### config.mk
export PLATFORM = sky130hd
export DESIGN_NAME = proc_mem_port_arbiter
export DESIGN_NICKNAME = d
export VERILOG_FILES = /design/src/rtl/proc_mem_port_arbiter.sv
export SDC_FILE = /design/constraint.sdc
export NUM_CORES = 1
export LEC_CHECK = 0
export BUFFER_PORTS_ARGS = -buffer_cell sky130_fd_sc_hd__buf_4
export CELL_PAD_IN_SITES_DETAIL_PLACEMENT = 1
export CELL_PAD_IN_SITES_GLOBAL_PLACEMENT = 1
export CORE_AREA = 2 2 150 152
export DETAILED_ROUTE_END_ITERATION = 7
export DIE_AREA = 0 0 152 154
export PLACE_DENSITY_LB_ADDON = 0.05
export SLEW_MARGIN = 20
export SYNTH_ARGS = -nofsm -noshare
export SYNTH_HDL_FRONTEND = slang
export SYNTH_SLANG_ARGS = --single-unit
### constraint.sdc
create_clock -name clk -period 3.9 [get_ports clk]
set_clock_uncertainty 0.1 [all_clocks]
set_input_delay 0.195 -clock clk [delete_from_list [all_inputs] [get_ports clk]]
set_output_delay 0.195 -clock clk [all_outputs]
set_load 0.05 [all_outputs]
### src/rtl/proc_mem_port_arbiter.sv
// Shared memory port arbiter: merges imem/dmem request streams onto one
// port (round-robin) and steers in-order responses back via a tag FIFO.
//
// Ports:
//   clk, reset (async, active-low)
//   imemreq_*/dmemreq_*   : processor request streams (val/rdy)
//   imemresp_*/dmemresp_* : processor response streams (val/rdy)
//   memreq_*/memresp_*    : shared memory request/response streams
//   num_outstanding       : registered in-flight request count
module proc_mem_port_arbiter #(
    parameter int p_max_outstanding = 4
) (
    input  logic        clk,
    input  logic        reset,

    input  logic [76:0] imemreq_msg,
    input  logic        imemreq_val,
    output logic        imemreq_rdy,

    output logic [46:0] imemresp_msg,
    output logic        imemresp_val,
    input  logic        imemresp_rdy,

    input  logic [76:0] dmemreq_msg,
    input  logic        dmemreq_val,
    output logic        dmemreq_rdy,

    output logic [46:0] dmemresp_msg,
    output logic        dmemresp_val,
    input  logic        dmemresp_rdy,

    output logic [76:0] memreq_msg,
    output logic        memreq_val,
    input  logic        memreq_rdy,

    input  logic [46:0] memresp_msg,
    input  logic        memresp_val,
    output logic        memresp_rdy,

    output logic [$clog2(p_max_outstanding+1)-1:0] num_outstanding
);

    localparam int CW = $clog2(p_max_outstanding + 1);
    localparam int PW = $clog2(p_max_outstanding);

    // prio: 0 = imem first, 1 = dmem first
    logic                         prio;
    // tag per in-flight request: 0 = imem, 1 = dmem
    logic [p_max_outstanding-1:0] tags;
    logic [PW-1:0]                head;
    logic [PW-1:0]                tail;
    logic [CW-1:0]                count;

    logic full;
    logic nonempty;
    logic can_issue;
    logic win;
    logic head_id;
    logic push;
    logic pop;

    assign full      = (count == CW'(p_max_outstanding));
    assign nonempty  = (count != '0);
    assign can_issue = memreq_rdy & ~full;

    // win = 1 selects dmem; imem is the default when nobody is valid
    assign win = (imemreq_val & dmemreq_val) ? prio : dmemreq_val;

    assign memreq_val  = reset & (imemreq_val | dmemreq_val);
    assign memreq_msg  = win ? dmemreq_msg : imemreq_msg;
    assign imemreq_rdy = reset & can_issue & ~win;
    assign dmemreq_rdy = reset & can_issue & win;

    assign push = memreq_val & can_issue;

    assign head_id = tags[head];

    // Only the port at the FIFO head may see a response
    assign imemresp_val = reset & nonempty & ~head_id & memresp_val;
    assign dmemresp_val = reset & nonempty & head_id & memresp_val;
    assign memresp_rdy  = reset & nonempty &
                          (head_id ? dmemresp_rdy : imemresp_rdy);
    assign imemresp_msg = memresp_msg;
    assign dmemresp_msg = memresp_msg;

    assign pop = memresp_val & memresp_rdy;

    assign num_outstanding = count;

    always_ff @(posedge clk or negedge reset) begin
        if (!reset) begin
            prio  <= 1'b0;
            tags  <= '0;
            head  <= '0;
            tail  <= '0;
            count <= '0;
        end else begin
            if (push) begin
                tags[tail] <= win;
                tail       <= tail + PW'(1);
                prio       <= ~win;
            end
            if (pop) begin
                head <= head + PW'(1);
            end
            unique case ({push, pop})
                2'b10:   count <= count + CW'(1);
                2'b01:   count <= count - CW'(1);
                default: count <= count;
            endcase
        end
    end

endmodule

==> flow_summary.yaml, run 1 <==
timing:
  relSlewSlack: 0.531
  hold_slack_ns: 0.0714
  fmax_mhz: 374
  slew_viol_final: 0
  rsz0062_at_grt: "no"
  finalSetupTns_ns: 0
  setup_slack_ns: 1.22
  hold_viol_final: 0
  finalCriticalPeriod_ns: 2.68
  max_slew.worst_pin.slew_ns: 0.701
  setup-violations-final: 0
  finalCritPeriodShare: 0.686
placement:
  placed_cells: 830
  gp_congestion: 0.712
  dpl.hpwl_um: 8870
  post-place-ws_ns: 1.41
  io_buffers: 247
  postPlaceCellArea_um2: 3860
critical_path:
  r2r-start: "head[1]$_DFFE_PN0P_"
  required_ns: 3.61
  crit_type: "flop to primary output"
  timing.reg2reg.worst_path_depth: 10
  cp.arrival_ns: 2.38
  crit_fanout: 49
  r2r_slack_ns: 1.47
  r2r_end: "num_outstanding[2]$_DFFE_PN0P_"
  cp-end-kind: "primary output"
  start_kind: "flop"
logic_synthesis:
  synthArstFlopShare: 1.00
  synthFlopType: "dfrtp_1"
  synth-seq-area-share: 0.125
  synth_top_area_frac: 0.371
  yosysUniqueCellTypes: 26
  ys_seq_elements: 12
  syn-cell-area_um2: 2410
  synth_edf_count: 0
  synth_area_per_cell_um2: 5.84
  synth_top_cell_by_area: "nand2_1"
  yosys_warnings: 0
  synth_nets: 627
  synth_cells: 412
  synth_area_leaders: "nand2_1 (37%), buf_4 (29%), dfrtp_1 (12%), mux2i_1 (2.9%), ha_1 (2.6%)"
  synthTopCellsByCount: "nand2_1 (238), buf_4 (94), dfrtp_1 (12)"
  yosysMostFrequentCell: "nand2_1"
global_route:
  track_usage: 0.0868
  grt_pass1_wl_um: 16500
  grt_pass1_vias: 3004
  overflow: 0
  grt_max_degree: 50
  antenna_found_initial: 0
floorplanning:
  ios: 389
  num_rows: 54
  design.core.area_um2: 21700
  initial_core_util: 0.111
  fp.dieW_um: 152
  die_h_um: 154
  die_area_um2: 23400
status:
  status: "completed"
cts:
  path_clk_slew_ns: 0.04
  insertion_delay_ns: 0.24
  clock_path_buffers: 2
  cts_inserted_buffers: 3
  root_buffer: "clkbuf_16"
  post_cts_resized: 0
  htreeDepth: 1
  cts_setup_buffers: 0
  cts_tree: "built"
  cts_sinks: 12
min_path:
  hold_path_class: "input port to flop"
  holdPathStages: 2
  hold-path-endpoint: "prio$_DFFE_PN0P_"
  min_from: "dmemreq_val"
pwr:
  power_mw: 1.97
  power.leakage_nw: 2.30
  power_density_nw_per_um2: 499
  ir_drop_mv: 0.143
route:
  wirelength_um: 10800
  via_count: 2921
  wl_per_cell_um: 12.9
  vias_per_cell: 3.50
  drc_errors: 0
  drtIter0Drc: 72
  firstDrtPassIters: 4
  ant_nets: 0
finish:
  areaGrowthSynthToFinish_pct: 64.4
  antenna_cells: 0
  fin_cells: 835
  num-nets-final: 771
  final_core_util: 0.183
  fillers: 2718
  stdcell_area_um2: 3960
  drive_gt1_frac: 0.474
flow_run:
  maxCapViolCount: 0
cells in the final DEF (no fill, tap or decap):
master           n
nor2_1           7
dfrtp_1         12
o21ai_0          2
nor2_2           1
a21o_2           1
clkbuf_8         1
ha_1             5
xnor2_1          2
nand2_2          1
clkbuf_16        3
a211oi_4         1
buf_4          248
a31oi_1          1
mux2_4           4
and2_2           1
nor3b_1          1
o31ai_1          2
a21oi_1          2
dlygate4sd3_1    1
nor2b_1          2
nand2b_1         1
xor2_1           3
o311ai_2         1
fa_1             1
nand2_1        237
mux2i_1          7
inv_1            6
buf_12           1
cell families (layout without fill, tap and decap cells):
family                     count (synthesis)  count (layout)  share of synthesized area
AOI/OAI and AO/OA                         10              10                     0.0359
and+or+nand+nor                          251             251                      0.398
muxes                                     11              11                     0.0541
DFF                                       12              12                      0.125
adders and majority gates                  6               6                     0.0343
buffers and inverters                    117             260                      0.335
xor gates and xnor gates                   5               5                     0.0182
layer usage:
metal,part of all wire,GRT usage
met1,0.37,0.0932
met2,0.50,0.160
met3,0.11,0.0335
met4,0.019,0.0218
met5,0,0
worst max path at each step:
stage / cells past startpoint / slack [ns] / start / endpoint
2_1_floorplan: 9 / 1.61 / num_outstanding[0]$_DFFE_PN0P_ / num_outstanding[2]$_DFFE_PN0P_
3_3_place_gp: 6 / 1.41 / prio$_DFFE_PN0P_ / memreq_msg[40]
3_5_place_dp: 6 / 1.41 / prio$_DFFE_PN0P_ / memreq_msg[67]
4_1_cts: 6 / 1.14 / prio$_DFFE_PN0P_ / memreq_msg[38]
5_1_grt: 6 / 0.94 / prio$_DFFE_PN0P_ / memreq_msg[26]
6_report: 6 / 1.22 / prio$_DFFE_PN0P_ / memreq_msg[41]
layout make-up:
type	instances	area [um2]	area share
inverters	6	22.5	0.00569
repair buffers	250	1890	0.478
clock buffers	4	88.8	0.0224
multi-input cells	283	1310	0.330
well taps	280	350	0.0885
flip-flops and latches	12	300	0.0759
report_power, final:
part | switching (mW) | internal, mW
logic | 0.991 | 0.510
clock network | 0.0575 | 0.155
registers | 0.0739 | 0.188
what timing repair did:
item	CTS	global route
hold endpoints to repair	12	0
setup endpoints to repair	0	0
hold buffers	1	0
registers in the layout, summed over array words and instances, names as in the netlist:
register,count
prio,1
tags,4
head,2
tail,2
num_outstanding,3
worst max-delay path, cell delays in order (launching register included):
cell,delay [ns]
dfrtp_1,0.36
nand2b_1,0.14
and2_2,0.59
buf_4,0.58
nand2_1,0.12
nand2_1,0.10
buf_4,0.20
(Power assumes the default switching activity.)
==> inputs of run 2 (changes only) <==
==> constraint.sdc (replaced) <==
create_clock -name clk -period 2.6 [get_ports clk]
set_clock_uncertainty 0.1 [all_clocks]
set_input_delay 0.13 -clock clk [delete_from_list [all_inputs] [get_ports clk]]
set_output_delay 0.13 -clock clk [all_outputs]
set_load 0.05 [all_outputs]
==> flow_summary.yaml, run 2 (same netlist as run 1, synthesis figures left out) <==
status:
  status: "completed"
floorplanning:
  ios: 389
  die_area_um2: 23400
  fp.dieW_um: 152
  num_rows: 54
  initial_core_util: 0.111
  die_h_um: 154
  design.core.area_um2: 21700
min_path:
  hold_path_class: "input port to flop"
  min_from: "dmemreq_val"
  holdPathStages: 2
  hold-path-endpoint: "prio$_DFFE_PN0P_"
timing:
  slew_viol_final: 0
  rsz0062_at_grt: "no"
  fmax_mhz: 419
  finalCritPeriodShare: 0.918
  setup_slack_ns: 0.213
  hold_slack_ns: 0.0120
  finalSetupTns_ns: 0
  setup-violations-final: 0
  max_slew.worst_pin.slew_ns: 0.506
  relSlewSlack: 0.663
  finalCriticalPeriod_ns: 2.39
  hold_viol_final: 0
route:
  highest_layer: "met4"
  via_count: 2924
  vias_per_cell: 3.48
  wl_met2_um: 5370
  firstDrtPassIters: 3
  wl_met3_um: 1260
  wirelength_um: 10800
  drtIter0Drc: 71
  wirelength_met1_um: 3960
  ant_nets: 0
  wl_per_cell_um: 12.8
  drc_errors: 0
critical_path:
  cp-end-kind: "flop"
  timing.reg2reg.worst_path_depth: 10
  r2r_slack_ns: 0.21
  start_kind: "flop"
  crit_fanout: 3
  cp.arrival_ns: 2.45
  crit_type: "flop to flop"
  r2r-start: "head[1]$_DFFE_PN0P_"
  required_ns: 2.66
  r2r_end: "num_outstanding[2]$_DFFE_PN0P_"
cts:
  cts_setup_buffers: 0
  cts_inserted_buffers: 3
  root_buffer: "clkbuf_16"
  clock_path_buffers: 2
  insertion_delay_ns: 0.24
  cts_sinks: 12
  cts_tree: "built"
  htreeDepth: 1
  path_clk_slew_ns: 0.05
finish:
  multi_input_area_um2: 1310
  final_common_cell: "buf_4"
  largest_reg_flops: 4
  fillers: 2723
  fin_cells: 841
  stdcell_area_um2: 4020
  final_cell_mix: "buf_4 (253), nand2_1 (237), dfrtp_1 (12), nor2_1 (7)"
  final_core_util: 0.185
  drive_gt1_frac: 0.481
  regArea_um2: 300
  num-nets-final: 777
  top_register: "tags"
  antenna_cells: 0
  areaGrowthSynthToFinish_pct: 67.0
global_route:
  track_usage: 0.0854
  grt_pass1_vias: 3105
  antenna_found_initial: 0
  grt_pass1_wl_um: 16500
  grt_max_degree: 44
  overflow: 0
placement:
  placed_cells: 836
  io_buffers: 247
  gp_congestion: 0.714
  post-place-ws_ns: 0.153
  dpl.hpwl_um: 8980
  postPlaceCellArea_um2: 3920
flow_run:
  maxCapViolCount: 0
pwr:
  power_mw: 3.01
  ir_drop_mv: 0.218
  power_density_nw_per_um2: 749
  power.leakage_nw: 2.33
==> run 2: worst max-delay path, cell delays in order, from the launching register on <==
cell and delay (ns):
dfrtp_1 0.42, mux2i_1 0.30, mux2i_1 0.17, mux2i_1 0.16, nor2_1 0.14, ha_1 0.20, inv_1 0.06, fa_1 0.37
xor2_1 0.15, nor2_1 0.10, xor2_1 0.15
==> run 2: where the power goes <==
group          switching [mW]  internal [mW]  leakage, nW
registers              0.0972          0.282        0.144
clock network          0.0850          0.233       0.0442
logic                    1.51          0.804         2.14
total                    1.69           1.32         2.33
==> run 2: how the worst max path moves through the flow <==
stage	to	start	slack [ns]
after floorplan	num_outstanding[2]$_DFFE_PN0P_	num_outstanding[0]$_DFFE_PN0P_	0.31
after global placement	num_outstanding[2]$_DFFE_PN0P_	head[1]$_DFFE_PN0P_	0.19
after detailed placement	num_outstanding[2]$_DFFE_PN0P_	head[1]$_DFFE_PN0P_	0.15
after CTS	num_outstanding[2]$_DFFE_PN0P_	head[1]$_DFFE_PN0P_	0.15
after global routing	num_outstanding[2]$_DFFE_PN0P_	head[1]$_DFFE_PN0P_	0.005
final	num_outstanding[2]$_DFFE_PN0P_	head[1]$_DFFE_PN0P_	0.21
==> run 2: metal layers <==
metal,track usage,vias to the layer above
li1,-,1448
met1,0.0910,1261
met2,0.157,191
met3,0.0344,24
met4,0.0214,0
met5,0,-
==> run 2: cell type report <==
class                      count  share of cell area
multi-input combinational    283               0.326
clock buffer                   4              0.0221
tap                          280              0.0871
sequential                    12              0.0747
timing repair buffer         256               0.485
inverter                       6             0.00560
==> run 2: repair_timing <==
action	4_1_cts	5_1_grt
hold buffers	1	0
hold endpoints to repair	12	0
gates resized for setup	0	1
endpoints found under the setup margin	0	1
